$ cat src/rtl/inst_axi_rd_bridge_if.sv
// AXI4 read-channel bundle (AR + R) between the fetch bridge
// and the system crossbar. master = bridge side, slave = memory side.
//
// Signals:
//   ar*  : read address channel (arid/araddr/arlen/arsize/arburst/
//          arcache/arprot/arvalid from master, arready from slave)
//   r*   : read data channel (rid/rdata/rresp/rlast/rvalid from
//          slave, rready from master)
interface inst_axi_rd_bridge_if;
  logic [3:0]  arid;
  logic [31:0] araddr;
  logic [7:0]  arlen;
  logic [2:0]  arsize;
  logic [1:0]  arburst;
  logic [3:0]  arcache;
  logic [2:0]  arprot;
  logic        arvalid;
  logic        arready;
  logic [3:0]  rid;
  logic [31:0] rdata;
  logic [1:0]  rresp;
  logic        rlast;
  logic        rvalid;
  logic        rready;

  modport master (
    output arid, araddr, arlen, arsize,
    output arburst, arcache, arprot,
    output arvalid, rready,
    input  arready, rid, rdata, rresp,
    input  rlast, rvalid
  );

  modport slave (
    input  arid, araddr, arlen, arsize,
    input  arburst, arcache, arprot,
    input  arvalid, rready,
    output arready, rid, rdata, rresp,
    output rlast, rvalid
  );
endinterface

$ cat src/rtl/inst_axi_rd_bridge.sv
// Instruction fetch bridge: SRAM-like IF port -> single-beat AXI reads.
// One AR per accepted request, one data_ok per R beat, in order.
//
// Ports:
//   clk, rst   : clock, synchronous active-high reset
//   req, addr  : fetch request, held until addr_ok
//   addr_ok    : AR handshake this cycle (combinational pulse)
//   data_ok    : instruction word valid on rdata_o (1-cycle pulse)
//   rdata_o    : last returned instruction word
//   bus_err    : sticky error (bad RRESP, missing RLAST, orphan beat)
//   axi        : AXI read master (AR/R channels)
module inst_axi_rd_bridge #(
  parameter int         MAX_OUTSTANDING = 2,
  parameter int         CNT_W           = 2,
  parameter logic [3:0] ARID_VAL        = 4'd0
) (
  input  logic        clk,
  input  logic        rst,
  input  logic        req,
  input  logic [31:0] addr,
  output logic        addr_ok,
  output logic        data_ok,
  output logic [31:0] rdata_o,
  output logic        bus_err,
  inst_axi_rd_bridge_if.master axi
);

  typedef enum logic {
    AR_IDLE,
    AR_WAIT
  } ar_state_e;

  ar_state_e        state_q, state_d;
  logic [31:0]      araddr_q, araddr_d;
  logic             arvalid_q, arvalid_d;
  logic [CNT_W-1:0] cnt_q;
  logic             can_issue;
  logic             ar_hs;
  logic             r_hs;
  logic             r_ok;
  logic             r_bad;
  logic             unused_rid;

  assign axi.arid    = ARID_VAL;
  assign axi.araddr  = araddr_q;
  assign axi.arlen   = 8'd0;
  assign axi.arsize  = 3'd2;
  assign axi.arburst = 2'b01;
  assign axi.arcache = 4'd0;
  assign axi.arprot  = 3'd0;
  assign axi.arvalid = arvalid_q;
  assign axi.rready  = 1'b1;

  // Single ID, in-order slave: rid carries no information.
  assign unused_rid = ^axi.rid;

  assign can_issue = cnt_q < CNT_W'(MAX_OUTSTANDING);
  assign ar_hs     = (state_q == AR_WAIT) & axi.arready;
  assign addr_ok   = ar_hs;
  assign r_hs      = axi.rvalid & axi.rready;
  // A beat with nothing outstanding is dropped, not returned.
  assign r_ok      = r_hs & (cnt_q != '0);
  assign r_bad     = (cnt_q == '0)
                   | (axi.rresp != 2'b00)
                   | ~axi.rlast;

  always_ff @(posedge clk) begin
    if (rst) begin
      state_q   <= AR_IDLE;
      araddr_q  <= '0;
      arvalid_q <= 1'b0;
    end else begin
      state_q   <= state_d;
      araddr_q  <= araddr_d;
      arvalid_q <= arvalid_d;
    end
  end

  // Req is not re-checked in AR_WAIT: a started AR always completes.
  always_comb begin
    state_d   = state_q;
    araddr_d  = araddr_q;
    arvalid_d = arvalid_q;
    unique case (state_q)
      AR_IDLE: begin
        if (req && can_issue) begin
          araddr_d  = addr;
          arvalid_d = 1'b1;
          state_d   = AR_WAIT;
        end
      end
      AR_WAIT: begin
        if (axi.arready) begin
          arvalid_d = 1'b0;
          state_d   = AR_IDLE;
        end
      end
    endcase
  end

  always_ff @(posedge clk) begin
    if (rst) begin
      cnt_q <= '0;
    end else if (ar_hs && !r_ok) begin
      cnt_q <= cnt_q + CNT_W'(1);
    end else if (r_ok && !ar_hs) begin
      cnt_q <= cnt_q - CNT_W'(1);
    end
  end

  always_ff @(posedge clk) begin
    if (rst) begin
      data_ok <= 1'b0;
      rdata_o <= '0;
      bus_err <= 1'b0;
    end else begin
      data_ok <= r_ok;
      if (r_ok) begin
        rdata_o <= axi.rdata;
      end
      if (r_hs && r_bad) begin
        bus_err <= 1'b1;
      end
    end
  end

endmodule
$ cat src/flat_wrapper.sv
// flat-port wrapper written by rule: the top's interface ports become plain ports
module inst_axi_rd_bridge_flat 
#(
  parameter int         MAX_OUTSTANDING = 2,
  parameter int         CNT_W           = 2,
  parameter logic [3:0] ARID_VAL        = 4'd0
)
  (clk, rst, req, addr, addr_ok, data_ok, rdata_o, bus_err, axi_arid, axi_araddr, axi_arlen, axi_arsize, axi_arburst, axi_arcache, axi_arprot, axi_arvalid, axi_rready, axi_arready, axi_rid, axi_rdata, axi_rresp, axi_rlast, axi_rvalid);
  inst_axi_rd_bridge_if axi_i ();
  input  logic clk;
  input  logic rst;
  input  logic req;
  input  logic [31:0] addr;
  output logic addr_ok;
  output logic data_ok;
  output logic [31:0] rdata_o;
  output logic bus_err;
  output wire logic [$bits(axi_i.arid)-1:0] axi_arid;
  output wire logic [$bits(axi_i.araddr)-1:0] axi_araddr;
  output wire logic [$bits(axi_i.arlen)-1:0] axi_arlen;
  output wire logic [$bits(axi_i.arsize)-1:0] axi_arsize;
  output wire logic [$bits(axi_i.arburst)-1:0] axi_arburst;
  output wire logic [$bits(axi_i.arcache)-1:0] axi_arcache;
  output wire logic [$bits(axi_i.arprot)-1:0] axi_arprot;
  output wire logic [$bits(axi_i.arvalid)-1:0] axi_arvalid;
  output wire logic [$bits(axi_i.rready)-1:0] axi_rready;
  input wire logic [$bits(axi_i.arready)-1:0] axi_arready;
  input wire logic [$bits(axi_i.rid)-1:0] axi_rid;
  input wire logic [$bits(axi_i.rdata)-1:0] axi_rdata;
  input wire logic [$bits(axi_i.rresp)-1:0] axi_rresp;
  input wire logic [$bits(axi_i.rlast)-1:0] axi_rlast;
  input wire logic [$bits(axi_i.rvalid)-1:0] axi_rvalid;
  assign axi_arid = axi_i.arid;
  assign axi_araddr = axi_i.araddr;
  assign axi_arlen = axi_i.arlen;
  assign axi_arsize = axi_i.arsize;
  assign axi_arburst = axi_i.arburst;
  assign axi_arcache = axi_i.arcache;
  assign axi_arprot = axi_i.arprot;
  assign axi_arvalid = axi_i.arvalid;
  assign axi_rready = axi_i.rready;
  assign axi_i.arready = axi_arready;
  assign axi_i.rid = axi_rid;
  assign axi_i.rdata = axi_rdata;
  assign axi_i.rresp = axi_rresp;
  assign axi_i.rlast = axi_rlast;
  assign axi_i.rvalid = axi_rvalid;
  inst_axi_rd_bridge #(.MAX_OUTSTANDING(MAX_OUTSTANDING), .CNT_W(CNT_W), .ARID_VAL(ARID_VAL)) u_core (.clk(clk), .rst(rst), .req(req), .addr(addr), .addr_ok(addr_ok), .data_ok(data_ok), .rdata_o(rdata_o), .bus_err(bus_err), .axi(axi_i));
endmodule
$ cat config.mk
export PLATFORM = sky130hd
export DESIGN_NAME = inst_axi_rd_bridge_flat
export DESIGN_NICKNAME = d
export VERILOG_FILES = /design/src/rtl/inst_axi_rd_bridge_if.sv /design/src/rtl/inst_axi_rd_bridge.sv /design/src/flat_wrapper.sv
export SDC_FILE = /design/constraint.sdc
export NUM_CORES = 1
export LEC_CHECK = 0
export ABC_AREA = 1
export CAP_MARGIN = 20
export CORE_ASPECT_RATIO = 1.75
export CORE_MARGIN = 4
export CORE_UTILIZATION = 30
export CTS_CLUSTER_SIZE = 14
export DETAILED_ROUTE_END_ITERATION = 10
export DONT_BUFFER_PORTS = 1
export SYNTH_ARGS = -nofsm -noshare
export SYNTH_HDL_FRONTEND = slang
export SYNTH_SLANG_ARGS = --single-unit
$ cat constraint.sdc
create_clock -name clk -period 3.4 [get_ports clk]
set_clock_uncertainty 0.2 [all_clocks]
set_input_delay 0.51 -clock clk [delete_from_list [all_inputs] [get_ports clk]]
set_output_delay 0.51 -clock clk [all_outputs]
set_load 0.05 [all_outputs]
Yosys cells after proc, flatten, opt, wreduce, memory -nomap -nowiden
Cells that the tools add are included.
{ "totals": {"regBits": 70, "in_bits": 76, "out_inout_bits": 93, "elab_cells": 38} }
{ "classes": {"n_addsub": 2, "n_lt_le_gt_ge": 1, "n_eq_ne": 2, "n_mux": 8, "bitwise": 6, "reduce_logical": 12} }
{ "ops": {"columns": ["op", "count"], "rows": [
  ["nonzero test 2 bit", 3],
  ["logical AND 1 bit", 4],
  ["two-way mux 1 bit", 4],
  ["two-way mux 2 bit", 2],
  ["one-hot mux 1 bit (2 select lines)", 2],
  ["AND reduction 2 bit", 2],
  ["adder 2 x 1 -> 2 bit (second input constant)", 1],
  ["AND 1 bit", 2],
  ["zero test 1 bit", 2],
  ["zero test 2 bit", 1],
  ["less-than comparator 2 bit (second input constant)", 1],
  ["!= test 2 x 1 -> 1 bit (second input constant)", 1],
  ["!= test 2 bit (second input constant)", 1],
  ["inverter 1 bit", 2],
  ["OR 1 bit", 2],
  ["subtractor 2 x 1 -> 2 bit (second input constant)", 1]
]} }

Logic depth before layout (Yosys ltp)
{ "depth": {"ltp_word": 5, "mapped_depth": 11, "ltp_nobuf": 10} }

Least setup slack after synthesis
No wires, ideal clock.
{ "synth_timing": {"path_type": "in2reg", "start": "in axi_arready", "end": "reg u_core.cnt_q[1]", "setup_ns": 0.113, "t_arrival_ns": 1.476, "required_time_ns": 3.087, "setup_slack_ns": 1.611, "cell_stages": 7, "path_buffers": 0, "cell_sequence": "nand2_1 -> inv_1 -> ha_1 -> inv_1 -> nand3_1 -> nor2_1 -> nor2_1"} }
{ "synth_via": {"elab_chain_len": 4, "word_cells_on_any_way": 6, "cone_classes": "1 x mux; 1 x bitwise; 4 x reduce/logical"} }
{ "synth_rtl": {"columns": ["item", "line_no", "source"], "rows": [
  ["start, declared", "flat_wrapper.sv:27", "input wire logic [$bits(axi_i.arready)-1:0] axi_arready;"],
  ["AND 1 bit (*)", "inst_axi_rd_bridge.sv:58", "assign ar_hs = (state_q == AR_WAIT) & axi.arready;"],
  ["via addr_ok", "flat_wrapper.sv:14", "output logic addr_ok;"],
  ["zero test 1 bit", "inst_axi_rd_bridge.sv:106", "end else if (r_ok && !ar_hs) begin"],
  ["logical AND 1 bit", "inst_axi_rd_bridge.sv:106", null],
  ["nonzero test 2 bit (no line)", null, null],
  ["end signal, assigned", "inst_axi_rd_bridge.sv:105", "cnt_q <= cnt_q + CNT_W'(1);"],
  ["end signal, assigned", "inst_axi_rd_bridge.sv:107", "cnt_q <= cnt_q - CNT_W'(1);"],
  ["end, declared", "inst_axi_rd_bridge.sv:36", "logic [CNT_W-1:0] cnt_q;"]
]} }
Mark *: on every way through the listed nets, which the timed path passes. The rest lies on a longest branch.
A chain may end at the register's enable or synchronous reset.

Worst setup path after layout
{ "layout_timing": {"start": "reg u_core.cnt_q[1]", "end": "reg u_core.araddr_q[21], in the netlist u_core.axi.araddr[21]"} }
{ "layout_via": {"elab_chain_len": 3} }
{ "layout_rtl": {"columns": ["item", "line_no", "source"], "rows": [
  ["less-than comparator 2 bit", "inst_axi_rd_bridge.sv:57", "assign can_issue = cnt_q < CNT_W'(MAX_OUTSTANDING);"],
  ["logical AND 1 bit", "inst_axi_rd_bridge.sv:86", "if (req && can_issue) begin"],
  ["AND reduction 2 bit (no line)", null, null],
  ["end signal, assigned", "inst_axi_rd_bridge.sv:74", "araddr_q <= araddr_d;"],
  ["end, declared", "inst_axi_rd_bridge.sv:34", "logic [31:0] araddr_q, araddr_d;"]
]} }
Every way passes these cells.

==> summary.md <==
| Metric | Value |
|---|---|
| P_leak | 1.198 nW |
| WL/cell | 14.56 µm |
| Synth Instances | 342 |
| Levels on crit path | 5 |
| Pwr dens | 989.4 nW/µm² |
| DP HPWL | 4712 µm |
| Tot GR Track Use | 11.97% |
| Die outline height | 133.5 µm |
| Setup Viol. Count Final | 0 |
| Sink Count | 70 |
| Synth Register Bits | 70 |
| Setup_tns | 0 ns |
| GPL Wtd Cong | 0.6978 |
| Pre-CTS WS | 1.460 ns |
| Total global routing overflow | 0 |
| Adder-Cell Fraction of Synth Area | 0.4634% |
| CTS clk-pin slew, worst paths | 0.05 ns |
| Layout cells sized above 1 | 6.845% |
| # diodes | 0 |
| Io pins | 169 |
| RSZ-0062 raised after global routing | no |
| Crit-path cells | inv_2 -> nand3_4 -> inv_2 -> nor2_1 -> nor2_1 |
| Filler cells | 946 |
| Worst hold path class | primary input to register |
| Final worst setup slack | 1.603 ns |
| Syn avg cell area | 7.895 µm² |
| Tcrit/Tclk final | 52.84% |
| Largest net degree at the start of global routing | 67 |
| P&R area growth vs syn | 7.692% |
| Combinational family with the most area after synthesis | simple AND/OR/NAND/NOR gates |
| Final critical-path required period | 1.797 ns |
| Pre-antenna DRT Iters | 4 |
| Fraction of the mapped netlist area in compound gates | 12.60% |
| Startpoint Class | register |
| Mapped Area | 2700 µm² |
| Max VDD drop | 0.4398 mV |
| FMAX | 556.6 MHz |
| Core Util, Final | 33.32% |
| Initial Util | 30.94% |
| Core Rows | 45 |
| Initial antenna violation count | 2 |
| Core area | 8727 µm² |
| Crit path max fanout | 34 |
| Via count | 2000 |
| Status | finished clean |
| Worst-Margin Slew | 0.8881 ns |
| Post-CTS Setup Inserts | 0 |
| Final antenna-violating net count | 0 |
| CP Buf/Inv Count | 2 |
| IO Port Bufs | 0 |
| Placed Area | 2618 µm² |
| Slowest cell delay on critical path | 0.59 ns |
| DR vias/cell | 4.415 |
| CP top delay family | buffers and inverters |
| Post_cts resized | 0 |
| Req. time, crit path | 3.45 ns |
| Die area | 10640 µm² |
| DRC | 0 |
| Root Driver | clkbuf_16 |
| Final hold violation count | 0 |
| Worst-Skew Late Latency | 0.32 ns |
| Die X | 79.72 µm |
| Mux cell area share after synthesis | 0% |
| CTS Buf Count | 9 |
| Crit Path Class | register to register |
| Post-synthesis cell type count | 20 |
| Max_cap viols | 0 |
| Yosys warns | 0 |
| Initial drt markers | 101 |
| Final Cell Area | 2908 µm² |
| Crit end category | register |
| Fin. max-slew vios | 0 |
| CP Data Arrival Time | 1.85 ns |
| Fin Hold WS | 0.05553 ns |
| Number of global-route vias before repair | 1812 |
| Cts hold-fix bufs | 0 |
| Synth Area in Simple Gates | 21.59% |
| CTS Buffer Depth | 2 |
| Xor and xnor area share after synthesis | 0% |
| Routed WL | 6597 µm |
| Slew HR | 40.71% |
| Fin nets | 409 |
| First-pass GRT wire length | 9742 µm |
| Hold depth | 1 |
| Seq/Total Area, Yosys | 51.90% |
| CTS tree | done |
| Worst Reg-to-Reg Cells | 5 |
| H-tree Lvls | 3 |
| Slowest-stage cell, CP | inv_2 |
-- synth_stat cells, drive strengths merged --
cell type	instances	area (µm²)
ha	1	12.51
conb	2	7.510
clkbuf	6	28.77
nand2	9	48.80
o21ai	65	325.3
nor2	135	506.7
dfxtp	70	1401
a21oi	3	15.01
buf	38	286.5
inv	10	40.04
nand3	3	27.53
-- report_power, final --
group	leakage (nW)	total [W]	switching (W)	internal, W
sequential	0.577	0.00156	0.000592	0.000971
combinational	0.479	0.000415	0.000297	0.000117
clock	0.141	0.000900	0.000319	0.000580
total	1.20	0.00288	0.00121	0.00167
-- through the flow --
step           power [W]  instances
2_1_floorplan   0.001962        365
3_3_place_gp    0.001993        438
3_5_place_dp    0.002012        438
4_1_cts         0.002927        453
5_1_grt         0.003019        453
6_report        0.002877        453
-- flip-flops by register name, indices dropped and copies added, names as in the netlist --
register and cells:
u_core.axi.araddr 32, u_core.rdata_o 32, u_core.state_q 1, u_core.axi.arvalid 1
u_core.data_ok 1, u_core.cnt_q 2, u_core.bus_err 1
-- worst paths after layout --
path / from / to / slack (ns)
max: u_core.cnt_q[1]$_SDFFE_PP0P_ / u_core.axi.araddr[21]$_SDFFE_PP0P_ / 1.60
min: rst / u_core.bus_err$_SDFFE_PP0P_ / 0.06
max reg2reg: u_core.cnt_q[1]$_SDFFE_PP0P_ / u_core.axi.araddr[21]$_SDFFE_PP0P_ / 1.60
min reg2reg: u_core.cnt_q[0]$_SDFFE_PP0P_ / u_core.cnt_q[0]$_SDFFE_PP0P_ / 0.30
-- worst register-to-register path: cells and delay by family (launching register included) --
family                 cells  cell delay [ns]
buffers and inverters      2             0.71
AND/OR/NAND/NOR            3             0.52
flip-flops                 1             0.30
-- cells by family (layout without fill, tap and decap cells) --
family,count (synthesis),in the layout
DFF,70,70
adders and majority gates,1,1
and+or+nand+nor,147,147
AOI/OAI and AO/OA,68,68
other,2,25
buffers and inverters,54,25
-- placed cells by master, fill, tap and decap left out --
cell type / instances
a21oi_1: 3
bufinv_16: 1
clkbuf_1: 1
clkbuf_16: 9
clkbuf_8: 1
clkinv_2: 2
clkinvlp_4: 1
conb_1: 25
dfxtp_1: 70
ha_1: 1
inv_1: 4
inv_2: 5
inv_4: 1
nand2_1: 7
nand2_4: 2
nand3_1: 2
nand3_4: 1
nor2_1: 135
o21ai_0: 58
o21ai_1: 7
-- routing by layer --
metal | share of wire, % | routed length (µm) | global-route usage (%) | vias up
met1 | 34 | 2247 | 11.75 | 884
met2 | 54 | 3556 | 21.16 | 94
met5 | 0.32 | 21 | 0 | -
li1 | - | - | - | 1006
met3 | 9.9 | 654 | 5.007 | 12
met4 | 1.8 | 117 | 5.736 | 4
-- final cells by class --
cell class	instances	area (µm²)	area share (%)
sequential	70	1401	48.19
multi-input combinational	241	1030	35.41
clock buffer	11	242.7	8.348
tap	117	146.4	5.034
clock inverter	4	47.55	1.635
inverter	10	40.04	1.377
Note: power is estimated with default switching activity, not from simulation.
